[src/rtl/fp32_cmp_arb.sv]
// Round-robin arbiter sharing one combinational fp32 comparator among NUM_REQ requesters.
// Optional unordered-result counter enabled by defining FP32_CMP_ARB_STATS_EN.

module fp32_cmp (
  input  logic [31:0] a,
  input  logic [31:0] b,
  output logic        lt,
  output logic        eq,
  output logic        gt,
  output logic        unord
);
  logic        a_nan;
  logic        b_nan;
  logic        both_zero;
  logic [31:0] key_a;
  logic [31:0] key_b;

  assign a_nan     = (a[30:23] == 8'hFF) && (a[22:0] != 23'd0);
  assign b_nan     = (b[30:23] == 8'hFF) && (b[22:0] != 23'd0);
  assign both_zero = (a[30:0] == 31'd0) && (b[30:0] == 31'd0);

  // Map sign-magnitude onto an unsigned total order: negatives inverted, positives offset.
  assign key_a = a[31] ? ~a : {1'b1, a[30:0]};
  assign key_b = b[31] ? ~b : {1'b1, b[30:0]};

  always_comb begin
    lt    = 1'b0;
    eq    = 1'b0;
    gt    = 1'b0;
    unord = 1'b0;
    if (a_nan || b_nan) begin
      unord = 1'b1;
    end else if (both_zero || (a == b)) begin
      eq = 1'b1;
    end else if (key_a < key_b) begin
      lt = 1'b1;
    end else begin
      gt = 1'b1;
    end
  end
endmodule

module fp32_cmp_arb #(
  parameter int NUM_REQ = 4,
  localparam int ID_W = $clog2(NUM_REQ)
) (
  input  logic                  clk,
  input  logic                  rst_n,
`ifdef FP32_CMP_ARB_STATS_EN
  input  logic                  stat_clr,
  output logic [15:0]           stat_unord_cnt,
`endif
  input  logic [NUM_REQ-1:0]    req_valid,
  output logic [NUM_REQ-1:0]    req_ready,
  input  logic [NUM_REQ*32-1:0] req_a,
  input  logic [NUM_REQ*32-1:0] req_b,
  output logic                  resp_valid,
  input  logic                  resp_ready,
  output logic [ID_W-1:0]       resp_id,
  output logic                  resp_lt,
  output logic                  resp_eq,
  output logic                  resp_gt,
  output logic                  resp_unord
);
  // Handshake: a request transfers when req_valid[i] & req_ready[i]; the response
  // transfers when resp_valid & resp_ready. req_ready may depend on req_valid.

  logic [ID_W-1:0]    rr_ptr;
  logic [NUM_REQ-1:0] grant;
  logic [ID_W-1:0]    grant_id;
  logic               found;
  logic               can_accept;
  logic               xfer;
  logic [31:0]        op_a;
  logic [31:0]        op_b;
  logic               cmp_lt;
  logic               cmp_eq;
  logic               cmp_gt;
  logic               cmp_unord;

  assign can_accept = !resp_valid || resp_ready;

  // Two passes: first from rr_ptr upward, then wrap from 0.
  always_comb begin
    grant    = '0;
    grant_id = '0;
    found    = 1'b0;
    for (int i = 0; i < NUM_REQ; i++) begin
      if (!found && req_valid[i] && (i >= int'(rr_ptr))) begin
        found    = 1'b1;
        grant[i] = 1'b1;
        grant_id = ID_W'(i);
      end
    end
    for (int i = 0; i < NUM_REQ; i++) begin
      if (!found && req_valid[i]) begin
        found    = 1'b1;
        grant[i] = 1'b1;
        grant_id = ID_W'(i);
      end
    end
  end

  assign req_ready = grant & {NUM_REQ{can_accept}};
  assign xfer      = |req_ready;

  always_comb begin
    op_a = 32'd0;
    op_b = 32'd0;
    for (int i = 0; i < NUM_REQ; i++) begin
      if (grant[i]) begin
        op_a = req_a[32*i +: 32];
        op_b = req_b[32*i +: 32];
      end
    end
  end

  fp32_cmp u_cmp (
    .a     (op_a),
    .b     (op_b),
    .lt    (cmp_lt),
    .eq    (cmp_eq),
    .gt    (cmp_gt),
    .unord (cmp_unord)
  );

  always_ff @(posedge clk or negedge rst_n) begin
    if (!rst_n) begin
      resp_valid <= 1'b0;
      resp_id    <= '0;
      resp_lt    <= 1'b0;
      resp_eq    <= 1'b0;
      resp_gt    <= 1'b0;
      resp_unord <= 1'b0;
      rr_ptr     <= '0;
    end else if (xfer) begin
      resp_valid <= 1'b1;
      resp_id    <= grant_id;
      resp_lt    <= cmp_lt;
      resp_eq    <= cmp_eq;
      resp_gt    <= cmp_gt;
      resp_unord <= cmp_unord;
      rr_ptr     <= (grant_id == ID_W'(NUM_REQ - 1)) ? '0 : grant_id + 1'b1;
    end else if (resp_ready) begin
      resp_valid <= 1'b0;
    end
  end

`ifdef FP32_CMP_ARB_STATS_EN
  always_ff @(posedge clk or negedge rst_n) begin
    if (!rst_n) begin
      stat_unord_cnt <= 16'd0;
    end else if (stat_clr) begin
      stat_unord_cnt <= 16'd0;
    end else if (resp_valid && resp_ready && resp_unord && (stat_unord_cnt != 16'hFFFF)) begin
      stat_unord_cnt <= stat_unord_cnt + 16'd1;
    end
  end
`endif
endmodule

[config.mk]
export PLATFORM = sky130hd
export DESIGN_NAME = fp32_cmp_arb
export DESIGN_NICKNAME = d
export VERILOG_FILES = /design/src/rtl/fp32_cmp_arb.sv
export SDC_FILE = /design/constraint.sdc
export NUM_CORES = 1
export LEC_CHECK = 0
export ABC_AREA = 1
export BUFFER_PORTS_ARGS = -buffer_cell sky130_fd_sc_hd__clkbuf_2
export CAP_MARGIN = 20
export CORE_AREA = 2 2 107 109
export DETAILED_ROUTE_END_ITERATION = 6
export DIE_AREA = 0 0 109 111
export PLACE_DENSITY_LB_ADDON = 0.05
export SKIP_CTS_REPAIR_TIMING = 1
export SLEW_MARGIN = 25
export SYNTH_ARGS = -nofsm -noshare
export SYNTH_HDL_FRONTEND = slang
export SYNTH_HIERARCHICAL = 1
export SYNTH_SLANG_ARGS = --single-unit
[constraint.sdc]
create_clock -name clk -period 4.1 [get_ports clk]
set_clock_uncertainty 0.15 [all_clocks]
set_input_delay 0.82 -clock clk [delete_from_list [all_inputs] [get_ports clk]]
set_output_delay 0.82 -clock clk [all_outputs]
set_load 0.05 [all_outputs]
* Word level (Yosys, flattened, before mapping)
Cells that the tools add are included.
** Storage, ports and cells
- Flip-flop bits (word level) :: 9
- Input port bits :: 263
- Output and inout port bits :: 11
- Word-level logic and storage cells :: 92
** Cells by class
- Add/subtract/negate cells :: 1
- $lt $le $gt $ge :: 4
- Equality and inequality tests :: 4
- Multiplexer cells :: 43
- Bitwise gates (word level) :: 3
- Reduce and logical (&&, ||, !) cells :: 30
** Operator list (count)
- 32-bit 2-to-1 mux :: 10
- 32-bit inverter :: 2
- 31-bit zero test :: 2
- 23-bit nonzero test :: 2
- 32-bit equality test :: 1
- 32-bit < comparator :: 1
- 1-bit 2-to-1 mux :: 26
- 8-bit equality test (second input constant) :: 2
- 2-bit 2-to-1 mux :: 7
- 1-bit logical AND :: 13
- 1-bit zero test :: 8
- 4-bit AND :: 1
- 1-bit by 2-bit greater-or-equal comparator with 1-bit output (first input constant) :: 2
- 4-bit OR reduction :: 1
- 1-bit logical OR :: 3
- 2-bit by 1-bit adder with 2-bit output (second input constant) :: 1
- 2-bit equality test (second input constant) :: 1
- 2-bit greater-or-equal comparator (first input constant) :: 1
- 2-bit nonzero test :: 1

* Longest topological paths before layout
- Depth in word-level cells :: 33
- Depth in mapped cells :: 27
- Gate-level depth less buffers :: 25

* Modules after synthesis
Netlist, hierarchy kept.
** By module, submodules not included
- fp32_cmp_arb :: instances 1, cells an instance 424, area an instance 2245.9 um2, sequential area each 225.2 um2
- fp32_cmp :: instances 1, cells an instance 321, area an instance 2038.2 um2, sequential area each 0.0 um2

* Least setup slack after synthesis
OpenSTA, ideal clock, no wires.
- Path type :: input to register
- Start point :: input req_valid[1]
- End point :: register resp_lt
- Setup time :: 0.119 ns
- Data arrival time :: 3.134 ns
- Required time :: 3.831 ns
- Slack :: 0.698 ns
- Cell stages on the path :: 21
- Path buffers :: 3
- Cell sequence :: inv_1 -> nor2_1 -> a21oi_2 -> nand3_1 -> nand2_2 -> buf_4 -> nand2_1 -> nand4_1 -> buf_2 -> buf_2 -> xnor2_1 -> ha_1 -> nand2_1 -> nor4_1 -> nand4_1 -> nor3_1 -> nand2_1 -> nand2_1 -> nor2_2 -> nand2_1 -> nand2_1
** Between the ends
- Word-level cells in the longest chain between the ends :: 29
- Elaborated cells between the ends (all ways) :: 58
- Those cells by class :: order compare: 1; eq/ne: 3; mux: 26; bitwise: 3; reduce/logical: 25
** RTL lines
- from (decl) :: line 53 : input logic [NUM_REQ-1:0] req_valid,
- 1-bit logical AND (2 in series) :: line 89 : if (!found && req_valid[i] && (i >= int'(rr_ptr))) begin
- 1-bit 2-to-1 mux :: line 89
- 1-bit zero test :: line 89
- 1-bit logical AND (2 in series) :: line 89
- 1-bit 2-to-1 mux :: line 89
- 1-bit zero test :: line 89
- 1-bit logical AND :: line 89
- 1-bit 2-to-1 mux :: line 89
- [... 13 more ...]
- net op_b[31] :: line 75 : logic [31:0] op_b;
- 32-bit inverter :: line 24 : assign key_b = b[31] ? ~b : {1'b1, b[30:0]};
- 32-bit 2-to-1 mux :: line 24
- 32-bit < comparator :: line 35 : end else if (key_a < key_b) begin
- 1-bit 2-to-1 mux :: line 35
- 1-bit 2-to-1 mux (*) :: line 33 : end else if (both_zero || (a == b)) begin
- 1-bit 2-to-1 mux (*) :: line 31 : if (a_nan || b_nan) begin
- net cmp_lt :: line 76 : logic cmp_lt;
- to (signal assigned) :: line 139 : resp_lt <= cmp_lt;
- to (decl) :: line 60 : output logic resp_lt,
The timed path passes the listed nets; every way through them passes the cells marked *.
A chain may end at the register's enable or synchronous reset.

* Worst setup path after layout
- Start point :: input req_valid[1]
- End point :: register resp_lt
** Between the ends
- Word-level cells in the longest chain between the ends :: 29
- Elaborated cells between the ends (all ways) :: 58
- Those cells by class :: order compare: 1; eq/ne: 3; mux: 26; bitwise: 3; reduce/logical: 25
** RTL lines
- 1-bit logical AND (2 in series) :: line 89
- 1-bit 2-to-1 mux :: line 89
- 1-bit zero test :: line 89
- 1-bit logical AND (2 in series) :: line 89
- 1-bit 2-to-1 mux :: line 89
- 1-bit zero test :: line 89
- 1-bit logical AND :: line 89
- 1-bit 2-to-1 mux :: line 89
- [... 13 more ...]
- net op_a[31] :: line 74 : logic [31:0] op_a;
- 32-bit inverter :: line 23 : assign key_a = a[31] ? ~a : {1'b1, a[30:0]};
- 32-bit 2-to-1 mux :: line 23
- 32-bit < comparator :: line 35
- 1-bit 2-to-1 mux :: line 35
- 1-bit 2-to-1 mux (*) :: line 33
- 1-bit 2-to-1 mux (*) :: line 31
- net cmp_lt :: line 76
Marks and branches as above.

==> results.py <==
metrics = {
    "sta": {
        "finalMaxSlewViolations": 0,
        "finalWorstSetupSlack_ns": 0.351,
        "rsz0062_at_grt": "false",
        "clock.fmax_ghz": 0.267,
        "tns_ns": 0,
        "slew_headroom_pct": 67.1,
        "period_minus_slack_ns": 3.75,
        "finalHoldViolCount": 0,
        "finalSetupViolCount": 0,
        "worstMarginPinSlew_ns": 0.492,
        "period_share_pct": 91.4,
    },
    "logic_synthesis": {
        "synth-seq-cells": 9,
        "seq_area_frac_synth_pct": 5.26,
        "synth_xor_area_share_pct": 14.9,
        "yosysWarnings": 6,
        "syn_inst": 745,
        "synth.distinct_cells": 36,
        "synth_fa_ha_area_share_pct": 9.05,
        "synth_compound_area_share_pct": 5.23,
        "syn_nets": 1039,
        "ys.flop_type": "dfrtp_1",
        "synth_top_family_by_area": "simple AND/OR/NAND/NOR gates",
        "synthArstFlopShare_pct": 100,
        "synth_edf_count": 0,
        "synthMuxAreaShare_pct": 0,
        "yosys.area_share.simple_pct": 54.6,
        "syn_area_per_cell_um2": 5.75,
        "synthesis.area_um2": 4280,
    },
    "global_routing": {
        "grt_pass1_wl_mm": 24.7,
        "antenna_found_initial": 0,
        "grt_start_max_net_pins": 42,
        "grt_util_all_layers_pct": 24.5,
        "grt_remaining_overflow": 0,
        "grt_pass1_vias": 5385,
    },
    "critical_path": {
        "crit_slowest_cell": "nand2_2",
        "critical_path.max_stage_delay_ns": 0.40,
        "rr_endpoint": "resp_lt",
        "worst_setup_path_end_kind": "flop",
        "rr_worst_depth": 20,
        "path_max_fanout": 32,
        "required_ns": 4.07,
        "path_cells": "clkbuf_2 > inv_1 > nor2_1 > a21oi_2 > nand3_1 > nand2_2 > nand2_1 > nand4_1 > buf_12 > inv_2 > ha_1 > nand2_1 > nor4_1 > nand4_1 > nor3_1 > nand2_1 > nand2_1 > nor2_2 > nand2_1 > nand2_1",
        "critPathLaunchType": "input pin",
        "critical_path_arrival_ns": 3.72,
        "critPathMostFrequentCell": "nand2_1",
        "crit_type": "in2reg",
        "r2r_slack_ns": 0.54,
        "rr_startpoint": "rr_ptr[0]",
    },
    "pwr": {
        "irDropWorstVdd_mv": 0.438,
        "power.leakage_nw": 3.12,
        "power_density_nw_per_um2": 753,
    },
    "clock_tree": {
        "cts_max_path_buffers": 2,
        "cts_tree": "done",
        "htreeDepth": 1,
        "cts.clk_slew.worst_paths_ns": 0.04,
        "cts_buffers": 3,
        "cts.sinks": 9,
        "cts_root_buf": "clkbuf_16",
        "clk_latency_ns": 0.23,
    },
    "layout": {
        "finish.instance_area_um2": 5800,
        "fillCellCount": 1225,
        "area_delta_synth_final_pct": 35.3,
        "layout.cells.most_common": "nand2_1",
        "layout_common_cells": "330 x nand2_1, 273 x clkbuf_2, 81 x nand4_1",
        "antenna_cells": 0,
        "layout.nets": 1297,
        "drive_above_1_share_pct": 34.5,
    },
    "flow_run": {
        "max_cap_viol_count": 0,
    },
    "placement": {
        "place_area_um2": 5720,
        "dpl.hpwl_mm": 12.8,
        "place_ws_ns": 0.115,
        "place_congestion": 0.920,
        "io_buffers": 273,
    },
    "detailed_routing": {
        "vias_per_cell": 4.90,
        "dr_total_vias": 5615,
        "dr.pass1.iters": 5,
        "route.detailed.wl_per_inst_um": 13.3,
        "drt_wl_total_mm": 15.2,
        "drtIter0Drc": 257,
        "drtAntennaViolNets": 0,
        "drcViolationCount": 0,
    },
    "floorplan": {
        "io_pins": 274,
        "num_rows": 39,
        "fp.dieH_um": 111,
        "die_area_um2": 12100,
        "die_w_um": 109,
        "core_area_um2": 11100,
        "initial_utilization_pct": 38.7,
    },
    "hold_path": {
        "hp-class": "in2async",
    },
    "run_status": {
        "status": "completed",
    },
}
[kinds of logic after synthesis]
logic type,after synthesis
flip-flops,9
buffers and inverters,81
AND/OR/NAND/NOR,515
XOR/XNOR,73
adder cells (fa/ha/maj),31
AO/OA/AOI/OAI,36
[critical path, delay by kind of cell]
kind	cells	cell delay, ns
AO/OA/AOI/OAI	1	0.17
adder cells (fa/ha/maj)	1	0.32
buffers and inverters	4	0.50
AND/OR/NAND/NOR	14	1.89
[synth_stat cells, types with 2 or more instances]
cell type,number,area share (%)
o21ai_1,2,0.23
nand3_2,5,1.2
o22ai_1,4,0.58
nand2_1,330,29
nor4_1,6,0.88
nand4_1,81,12
a21oi_2,2,0.41
buf_6,13,3.4
nor2_1,36,3.2
xor2_1,38,7.8
or2_1,2,0.29
buf_4,7,1.2
a21oi_1,17,2.0
a211oi_1,2,0.35
or2_0,2,0.29
dfrtp_1,9,5.3
o21ai_0,5,0.58
nor3_1,12,1.4
nand3_1,9,1.1
inv_1,32,2.8
ha_1,31,9.1
buf_2,15,1.8
buf_8,2,0.70
nand2_2,27,3.9
inv_2,11,0.96
xnor2_1,35,7.2
[stage by stage]
stage | cells | power, mW | hold WS, ns | utilization [%]
after floorplan | 745 | 3.30 | 0.371 | -
after global placement | 1141 | 4.19 | 0.377 | 51.6
after detailed placement | 1141 | 4.18 | 0.366 | 51.6
after CTS | 1145 | 4.37 | 0.297 | 52.3
after global routing | 1145 | 4.93 | 0.313 | 52.3
final | 1145 | 4.37 | 0.292 | 52.3
[metal layers]
layer	up-vias	share of wire [%]	GRT usage [%]
met3	14	5.4	2.18
met1	2460	42	29.8
met4	0	1.0	3.08
li1	2959	-	-
met2	182	52	46.6
met5	-	0	0
[sequential cells by signal (all words and copies together), names as in the netlist]
name and cells:
rr_ptr 2, resp_unord 1, resp_lt 1, resp_valid 1, resp_id 2, resp_gt 1, resp_eq 1
[how the worst max path moves through the flow]
stage / start / to / slack [ns] / depth (start not counted)
CTS: req_valid[1] / resp_lt / 0.32 / 20
global route: req_valid[1] / resp_lt / 0.02 / 22
detailed placement: req_valid[1] / resp_lt / 0.12 / 20
finish: req_valid[1] / resp_lt / 0.35 / 20
global placement: req_valid[1] / resp_lt / 0.16 / 22
floorplan: req_valid[1] / resp_lt / 0.70 / 21
[cell type report]
| type | instances | area [µm²] | area share, % |
|---|---|---|---|
| clock buffers | 4 | 78.8 | 1.36 |
| inverters | 43 | 161 | 2.78 |
| multi-input cells | 655 | 3590 | 61.9 |
| flip-flops and latches | 9 | 225 | 3.88 |
| well taps | 143 | 179 | 3.09 |
| repair buffers | 291 | 1560 | 27.0 |
[report_power, final]
part           total, mW  switching [mW]  internal, mW
logic               4.04            2.48          1.56
clock network      0.172          0.0421         0.130
registers          0.153          0.0259         0.127
No activity file was read; power rests on OpenSTA's default activity.
